$ cat config.mk
export PLATFORM = sky130hd
export DESIGN_NAME = btn_ctrl_flat
export DESIGN_NICKNAME = d
export VERILOG_FILES = /design/src/rtl/btn_ctrl_if.sv /design/src/rtl/btn_ctrl.sv /design/src/flat_wrapper.sv
export SDC_FILE = /design/constraint.sdc
export NUM_CORES = 1
export LEC_CHECK = 0
export BUFFER_PORTS_ARGS = -buffer_cell sky130_fd_sc_hd__buf_2
export CORE_ASPECT_RATIO = 0.7
export CORE_MARGIN = 3
export CORE_UTILIZATION = 30
export DETAILED_ROUTE_END_ITERATION = 7
export REMOVE_ABC_BUFFERS = 1
export SLEW_MARGIN = 10
export SYNTH_ARGS = -nofsm -noshare
export SYNTH_HDL_FRONTEND = slang
export SYNTH_SLANG_ARGS = --single-unit
$ cat constraint.sdc
create_clock -name clock -period 2.94 [get_ports clock]
set_input_delay 0.294 -clock clock [delete_from_list [all_inputs] [get_ports clock]]
set_output_delay 0.294 -clock clock [all_outputs]
set_load 0.01 [all_outputs]
$ cat src/rtl/btn_ctrl_if.sv
// Button controller bus: raw buttons in, debounced levels/strobes and LED settings out.
// Latency: none, this is wiring only.
// Backpressure: none; o_valid is an unacknowledged one-cycle strobe.
interface btn_ctrl_if #(
    parameter int NB_BTN   = 4,
    parameter int NB_SPEED = 3
);
    logic [NB_BTN-1:0]   i_btn;
    logic [NB_BTN-1:0]   o_btn_level;
    logic [NB_BTN-1:0]   o_btn_pulse;
    logic [NB_SPEED-1:0] o_speed;
    logic                o_dir;
    logic                o_color;
    logic                o_valid;

    // Board/stimulus side: drives the raw buttons, observes the settings.
    modport master (
        output i_btn,
        input  o_btn_level, o_btn_pulse, o_speed, o_dir, o_color, o_valid
    );

    // Controller side.
    modport slave (
        input  i_btn,
        output o_btn_level, o_btn_pulse, o_speed, o_dir, o_color, o_valid
    );
endinterface

$ cat src/rtl/btn_ctrl.sv
// Push-button controller: synchronize, debounce, and turn presses into speed/dir/color commands.
// Latency: debounced level/pulse 2+DB_LIMIT cycles after a raw change; settings and o_valid 2 cycles after the pulse.
// Backpressure: none; presses arriving while a command is being applied or buttons are still held are dropped.
module btn_ctrl #(
    parameter int NB_BTN        = 4,
    parameter int NB_DB_COUNTER = 20,
    parameter int DB_LIMIT      = 1000000,
    parameter int NB_SPEED      = 3
) (
    input  logic         clock,
    input  logic         i_reset,
    btn_ctrl_if.slave    bus
);

    typedef enum logic [1:0] {
        IDLE     = 2'd0,
        APPLY    = 2'd1,
        WAIT_REL = 2'd2
    } state_t;

    typedef enum logic [1:0] {
        CMD_UP    = 2'd0,
        CMD_DOWN  = 2'd1,
        CMD_DIR   = 2'd2,
        CMD_COLOR = 2'd3
    } cmd_t;

    localparam logic [NB_DB_COUNTER-1:0] DB_LAST   = NB_DB_COUNTER'(DB_LIMIT - 1);
    localparam logic [NB_SPEED-1:0]      SPEED_MAX = '1;

    logic [NB_BTN-1:0]        r_sync1;
    logic [NB_BTN-1:0]        r_sync2;
    logic [NB_BTN-1:0]        r_level;
    logic [NB_BTN-1:0]        r_pulse;
    logic [NB_DB_COUNTER-1:0] r_cnt [NB_BTN];

    state_t              r_state;
    cmd_t                r_cmd;
    logic [NB_SPEED-1:0] r_speed;
    logic                r_dir;
    logic                r_color;
    logic                r_valid;

    cmd_t                w_cmd;
    logic                w_any_press;

    // Two-flop synchronizer on the raw asynchronous button levels.
    always_ff @(posedge clock) begin
        if (i_reset) begin
            r_sync1 <= '0;
            r_sync2 <= '0;
        end else begin
            r_sync1 <= bus.i_btn;
            r_sync2 <= r_sync1;
        end
    end

    // Per-button debounce: accept a new level after DB_LIMIT consecutive differing cycles;
    // the press strobe is registered alongside the level so both appear in the same cycle.
    always_ff @(posedge clock) begin
        if (i_reset) begin
            r_level <= '0;
            r_pulse <= '0;
            for (int i = 0; i < NB_BTN; i++) begin
                r_cnt[i] <= '0;
            end
        end else begin
            for (int i = 0; i < NB_BTN; i++) begin
                if (r_sync2[i] == r_level[i]) begin
                    r_cnt[i]   <= '0;
                    r_pulse[i] <= 1'b0;
                end else if (r_cnt[i] == DB_LAST) begin
                    r_level[i] <= r_sync2[i];
                    r_cnt[i]   <= '0;
                    r_pulse[i] <= r_sync2[i];
                end else begin
                    r_cnt[i]   <= r_cnt[i] + 1'b1;
                    r_pulse[i] <= 1'b0;
                end
            end
        end
    end

    // Fixed-priority pick among simultaneous presses: speed up beats down beats dir beats color.
    always_comb begin
        w_any_press = |r_pulse[3:0];
        w_cmd       = CMD_COLOR;
        if (r_pulse[0]) begin
            w_cmd = CMD_UP;
        end else if (r_pulse[1]) begin
            w_cmd = CMD_DOWN;
        end else if (r_pulse[2]) begin
            w_cmd = CMD_DIR;
        end
    end

    // Command FSM: latch one command per press session, apply it for one cycle,
    // then ignore everything until all buttons are released.
    always_ff @(posedge clock) begin
        if (i_reset) begin
            r_state <= IDLE;
            r_cmd   <= CMD_UP;
            r_speed <= '0;
            r_dir   <= 1'b0;
            r_color <= 1'b0;
            r_valid <= 1'b0;
        end else begin
            r_valid <= 1'b0;
            case (r_state)
                IDLE: begin
                    if (w_any_press) begin
                        r_cmd   <= w_cmd;
                        r_state <= APPLY;
                    end
                end
                APPLY: begin
                    case (r_cmd)
                        CMD_UP: begin
                            // Saturated speed commands are swallowed silently.
                            if (r_speed != SPEED_MAX) begin
                                r_speed <= r_speed + 1'b1;
                                r_valid <= 1'b1;
                            end
                        end
                        CMD_DOWN: begin
                            if (r_speed != '0) begin
                                r_speed <= r_speed - 1'b1;
                                r_valid <= 1'b1;
                            end
                        end
                        CMD_DIR: begin
                            r_dir   <= ~r_dir;
                            r_valid <= 1'b1;
                        end
                        default: begin
                            r_color <= ~r_color;
                            r_valid <= 1'b1;
                        end
                    endcase
                    r_state <= WAIT_REL;
                end
                WAIT_REL: begin
                    if (r_level == '0) begin
                        r_state <= IDLE;
                    end
                end
                default: begin
                    r_state <= IDLE;
                end
            endcase
        end
    end

    assign bus.o_btn_level = r_level;
    assign bus.o_btn_pulse = r_pulse;
    assign bus.o_speed     = r_speed;
    assign bus.o_dir       = r_dir;
    assign bus.o_color     = r_color;
    assign bus.o_valid     = r_valid;

endmodule

$ cat src/flat_wrapper.sv
// flat-port wrapper written by rule: the top's interface ports become plain ports
module btn_ctrl_flat 
#(
    parameter int NB_BTN        = 4,
    parameter int NB_DB_COUNTER = 20,
    parameter int DB_LIMIT      = 1000000,
    parameter int NB_SPEED      = 3
)
  (clock, i_reset, bus_i_btn, bus_o_btn_level, bus_o_btn_pulse, bus_o_speed, bus_o_dir, bus_o_color, bus_o_valid);
  btn_ctrl_if #(.NB_BTN(NB_BTN), .NB_SPEED(NB_SPEED)) bus_i ();
  input  logic clock;
  input  logic i_reset;
  input wire logic [$bits(bus_i.i_btn)-1:0] bus_i_btn;
  output wire logic [$bits(bus_i.o_btn_level)-1:0] bus_o_btn_level;
  output wire logic [$bits(bus_i.o_btn_pulse)-1:0] bus_o_btn_pulse;
  output wire logic [$bits(bus_i.o_speed)-1:0] bus_o_speed;
  output wire logic [$bits(bus_i.o_dir)-1:0] bus_o_dir;
  output wire logic [$bits(bus_i.o_color)-1:0] bus_o_color;
  output wire logic [$bits(bus_i.o_valid)-1:0] bus_o_valid;
  assign bus_i.i_btn = bus_i_btn;
  assign bus_o_btn_level = bus_i.o_btn_level;
  assign bus_o_btn_pulse = bus_i.o_btn_pulse;
  assign bus_o_speed = bus_i.o_speed;
  assign bus_o_dir = bus_i.o_dir;
  assign bus_o_color = bus_i.o_color;
  assign bus_o_valid = bus_i.o_valid;
  btn_ctrl #(.NB_BTN(NB_BTN), .NB_DB_COUNTER(NB_DB_COUNTER), .DB_LIMIT(DB_LIMIT), .NB_SPEED(NB_SPEED)) u_core (.clock(clock), .i_reset(i_reset), .bus(bus_i));
endmodule
==> flow_summary.ini, run 1 <==
[clock_tree]
clkTransAtPathRegs_ns = 0.07
root_buffer = clkbuf_16
cts_max_level = 3
cts_hold_buf = 0
ctsResizeCount = 0
cts_sinks = 106
clock_latency_ns = 0.34
cts_buffers = 9
cts_setup_buffers = 0
cts_tree = yes
clock_path_buffers = 2

[critical_path]
path_buf_inv = 0
critPathMaxStageDelay_ns = 0.55
required_ns = 3.01
criticalPathCategory = reg2reg
path_delay_family = simple AND/OR/NAND/NOR gates
critPathLaunchType = flip-flop
cp_cell_sequence = or4_1 > or4_4 > o21ai_4 > nor2_1
end_kind = flip-flop
cp_slowest_cell = or4_1
worstPathArrival_ns = 2.41
cp_max_fo = 19

[sta]
finalHoldViolCount = 0
drv_slew = 0
worst_hold_slack_ns = 0.157
tns_ns = 0
worst_pin_slew_ns = 0.529
clock_skew_ns = 0.00816
finalSetupViolations = 0
fin_crit_ns = 2.33
max-slew-margin-rel = 0.646
rsz0062_at_grt = no
fmax_mhz = 429
min_period_over_period = 0.794

[flow_run]
maxCapViolations = 0

[route]
wire_per_inst_um = 11.8
wirelength_mm = 10.1
drtPass1Iterations = 4
vias = 3882
final_antenna_net_count = 0
routed_via_density = 4.52
drt_iter0_markers = 324
drc = 0

[pwr]
p_leak_nw = 2.13
ir_worst_vdd_mv = 0.290
powerDensity_nw_per_um2 = 483
total_power_mw = 3.08

[min_path]
hp-class = in2reg

[synthesis]
yosysUniqueCellTypes = 46
syn_area_per_cell_um2 = 10.3
yosysMostFrequentCell = edfxtp_1
synth_edf_count = 80
synth_top_family_by_area = simple AND/OR/NAND/NOR gates
synthCells = 522
synth_compound_area_frac = 0.0723
synth.top_cell.area_share = 0.445
yosys.area_share.adder = 0.0130
synthTopCellsByArea = edfxtp_1, dfxtp_1, xnor2_1
synth_ff_type = edfxtp_1
yosys.area_share.simple = 0.254
ys_seq_area_frac = 0.541
synthXorXnorAreaFrac = 0.0908
synth_area_um2 = 5400
yosys_warnings = 0
netlist.top_cell.by_area = edfxtp_1
synthArstFlopShare = 0
synth.mux.area_fraction = 0.00208
synth-seq-cells = 106
synth_common_cells = edfxtp_1, nor2_1, xnor2_1, nand3_1, a21oi_1

[global_route]
use_met2 = 0.144
grtUsageMet1 = 0.170
grt_pass1_vias = 3545
grt_max_degree = 23
antenna_found_initial = 1
grt_overflow = 0
grt_pass1_wl_mm = 17.6
track_usage = 0.106
grt.busiest_layer = met1
grt_util_met3 = 0.0207

[floorplanning]
dieArea_um2 = 19700
ios = 20
start_util = 0.310
core_um2 = 17400
die_y_um = 118
rows = 40
die_width_um = 166

[place]
dpl.hpwl_mm = 7.42
port_buffers = 19
place.gp.congestion = 0.799

[layout]
regArea_um2 = 2920
nets = 633
num-fill-cells = 1729
antenna_cells = 0
areaGrowthSynthToFinish_pct = 18.0
utilization = 0.366
layout-drive-gt1-share = 0.0845
multi_input_area_um2 = 2640

[outcome]
status = finished clean
==> cells in the final DEF, fill, tap and decap left out, types with 6 or more instances in the layout <==
cell type   n
a21oi_1    31
and3_1      9
buf_2      19
clkbuf_16  11
conb_1     80
dfxtp_1    26
edfxtp_1   80
inv_1      21
nand2_1    24
nand2b_1    6
nand3_1    32
nand4_1    13
nor2_1     69
nor2b_1     9
nor3_1     13
nor4_1     13
o21ai_0    16
o31ai_1    13
or3_1      19
or4_1      18
xnor2_1    39
xor2_1     17
==> routing by layer <==
| layer | up-vias | wire length [um] | part of all wire |
|---|---|---|---|
| met5 | - | 0 | 0 |
| met4 | 0 | 102 | 0.010 |
| met3 | 9 | 391 | 0.039 |
| met2 | 65 | 3900 | 0.39 |
| met1 | 1770 | 5730 | 0.57 |
| li1 | 2038 | - | - |
==> area by class of cell <==
cell class	instances	area share
flip-flops and latches	106	0.459
inverters	21	0.0124
clock inverters	5	0.00628
well taps	231	0.0453
repair buffers	24	0.0208
multi-input cells	460	0.413
clock buffers	11	0.0432
==> worst register-to-register path: stages, from the launching register on <==
cell and delay (ns):
edfxtp_1 0.44, or4_1 0.55, or4_4 0.52, o21ai_4 0.45
nor2_1 0.11
==> path summary, 6_finish.rpt <==
path / cells past startpoint / startpoint / end / slack (ns)
hold reg to reg: 1 / u_core.r_sync1[3] / u_core.r_sync2[3] / 0.44
hold / removal: 2 / bus_i_btn[3] / u_core.r_sync1[3] / 0.16
setup reg to reg: 4 / u_core.r_cnt[3][12] / u_core.r_cnt[3][6] / 0.61
setup / recovery: 4 / u_core.r_cnt[3][12] / u_core.r_cnt[3][6] / 0.61
==> power breakdown <==
group	switching (mW)	internal (mW)	total, mW
Combinational	0.0698	0.0461	0.116
Sequential	0.0560	1.66	1.72
Clock	0.563	0.685	1.25
==> registers in the layout, indices dropped and copies added, names as in the netlist <==
register / flops
u_core.bus.o_btn_level: 4
u_core.bus.o_btn_pulse: 4
u_core.bus.o_color: 1
u_core.bus.o_dir: 1
u_core.bus.o_speed: 3
u_core.bus.o_valid: 1
u_core.r_cmd: 2
u_core.r_cnt: 80
u_core.r_state: 2
u_core.r_sync1: 4
u_core.r_sync2: 4
==> per-stage QoR <==
step / cells / instance area [um2] / setup WS [ns]
after floorplan: 587 / 5640 / 0.332
after global placement: 842 / 6060 / 0.630
after detailed placement: 842 / 6060 / 0.603
after CTS: 858 / 6370 / 0.601
after global routing: 858 / 6370 / 0.493
final: 858 / 6370 / 0.606
==> logic make-up after synthesis <==
logic type | Yosys count
xor+xnor | 56
compound gates | 67
simple gates | 251
buf+inv | 35
flops | 106
other cells | 1
fa+ha+maj | 5
mux | 1
No activity file was read; power rests on OpenSTA's default activity.
==> run 2: changes to the inputs <==
==> constraint.sdc (replaced) <==
create_clock -name clock -period 2.3 [get_ports clock]
set_input_delay 0.23 -clock clock [delete_from_list [all_inputs] [get_ports clock]]
set_output_delay 0.23 -clock clock [all_outputs]
set_load 0.01 [all_outputs]
==> run 2 against run 1 <==
  * Die area unchanged
  * Total power rose by 25%
  * Clock power grew 20%
  * Clock skew is 0.0018 ns higher
  * Cell area grew 2.6%
  * Sequential share of layout area decreased by 1.1 points
  * Utilization up 0.93 points
  * Critical path depth is 1 higher
  * Maximum frequency grew 7.1%
  * Clock-buffer cell count fell by 1
==> flow_summary.ini, run 2 (synthesis gave the netlist of run 1 again) <==
[sta]
fmax_mhz = 459
rsz0062_at_grt = no
worst_pin_slew_ns = 0.566
finalSetupViolations = 0
max-slew-margin-rel = 0.619
fin_ws_ns = 0.121
min_period_over_period = 0.947
fin_crit_ns = 2.18
drv_slew = 0
finalHoldViolCount = 0
tns_ns = 0
clock_skew_ns = 0.00994

[clock_tree]
cts_tree = yes
clock_latency_ns = 0.35
root_buffer = clkbuf_16
clock_path_buffers = 2
cts_max_level = 3
clkTransAtPathRegs_ns = 0.08
cts_buffers = 9
cts_sinks = 106

[global_route]
grt_max_degree = 25
antenna_found_initial = 0
grt_pass1_wl_mm = 17.8
grt_overflow = 0
track_usage = 0.109
grt_pass1_vias = 3639

[floorplanning]
start_util = 0.310
dieArea_um2 = 19700
die_width_um = 166
core_um2 = 17400
ios = 20
die_y_um = 118
rows = 40

[place]
dpl.hpwl_mm = 7.80
place.gp.congestion = 0.821
place_ws_ns = 0.135
placed_area_um2 = 6240
port_buffers = 19

[layout]
num-fill-cells = 1744
largest_register_ffs = 80
layout_common_cells = edfxtp_1, conb_1, nor2_1, xnor2_1, nand3_1
final_cell_area_um2 = 6540
antenna_cells = 0
nets = 655
layout-drive-gt1-share = 0.120
top_register = u_core.r_cnt
areaGrowthSynthToFinish_pct = 21.0

[critical_path]
r2r_slack_ns = 0.12
r2r_cells = 5
cp_cell_sequence = or4b_1 > or4_4 > o21ai_1 > buf_4 > nor2_1
criticalPathCategory = reg2reg
critPathMaxStageDelay_ns = 0.54
rr_endpoint = u_core.r_cnt[1][6]
path_delay_family = simple AND/OR/NAND/NOR gates
cp_max_fo = 13
crit_path_start = u_core.r_cnt[1][13]
required_ns = 2.40
critPathLaunchType = flip-flop
path_buf_inv = 1
cp.depth = 5
cp_slowest_cell = or4_4
end_kind = flip-flop
worstPathArrival_ns = 2.28
timing.rr.start = u_core.r_cnt[1][13]

[flow_run]
maxCapViolations = 0

[min_path]
hold_path_depth = 2
hp-class = in2reg
hold_end = u_core.r_sync1[1]
worstHoldStart = bus_i_btn[1]

[pwr]
ir_worst_vdd_mv = 0.360
powerDensity_nw_per_um2 = 590
p_leak_nw = 2.23

[route]
drt_iter0_markers = 288
routed_via_density = 4.50
drtPass1Iterations = 4
wire_per_inst_um = 11.7
drc = 0
vias = 3960
wirelength_mm = 10.3
final_antenna_net_count = 0

[outcome]
status = finished clean
run 2: cell types whose count changed in the layout (fill, tap and decap cells not counted), sizes merged:
cell	previous run	this run
clkbuf	11	10
buf	24	46
clkinv	2	3
run 2: timing repair:
item                                   4_1_cts  5_1_grt
setup endpoints to repair                    0        3
gates resized for setup                      0        3
endpoints found under the hold margin        0        0
setup buffers                                0        0
hold buffers                                 0        0
run 2: power by group:
group / switching (mW) / total, mW / internal (mW)
combinational: 0.0996 / 0.173 / 0.0738
sequential: 0.0639 / 2.19 / 2.12
clock: 0.720 / 1.50 / 0.778
total: 0.883 / 3.86 / 2.97
run 2: worst max path at each step:
stage,to,slack (ns)
4_1_cts,u_core.r_cnt[1][6],0.11
2_1_floorplan,u_core.r_cnt[1][10],-0.31
3_5_place_dp,u_core.r_cnt[1][6],0.14
6_report,u_core.r_cnt[1][6],0.12
3_3_place_gp,u_core.r_cnt[3][8],0.17
5_1_grt,u_core.r_cnt[2][18],0.02
run 2: layout make-up:
class,instances,area (um2),share of cell area
Inverter,21,78.8,0.0121
Timing Repair Buffer,46,310,0.0475
Clock buffer,10,239,0.0366
Tap cell,231,289,0.0442
Clock inverter,6,50.0,0.00766
Multi-Input combinational cell,460,2650,0.405
Sequential cell,106,2920,0.447
run 2: worst register-to-register path, stage by stage, from the launching register on:
cell      delay [ns]
edfxtp_1        0.39
or4b_1          0.53
or4_4           0.54
o21ai_1         0.17
buf_4           0.22
nor2_1          0.08
run 2: metrics by stage:
stage / hold WS [ns] / util / cells / total power [mW]
finish: 0.0876 / 0.375 / 880 / 3.86
global route: 0.0905 / 0.375 / 880 / 4.03
CTS: 0.0782 / 0.375 / 880 / 3.92
detailed placement: 0.423 / 0.358 / 864 / 2.40
global placement: 0.418 / 0.358 / 864 / 2.40
floorplan: 0.299 / - / 587 / 2.32
run 2: metal layers:
layer,GRT usage,up-vias,share of wire
met5,0,-,0
met4,0.0325,0,0.012
met3,0.0221,10,0.027
met2,0.150,48,0.41
met1,0.169,1805,0.55
li1,-,2097,-
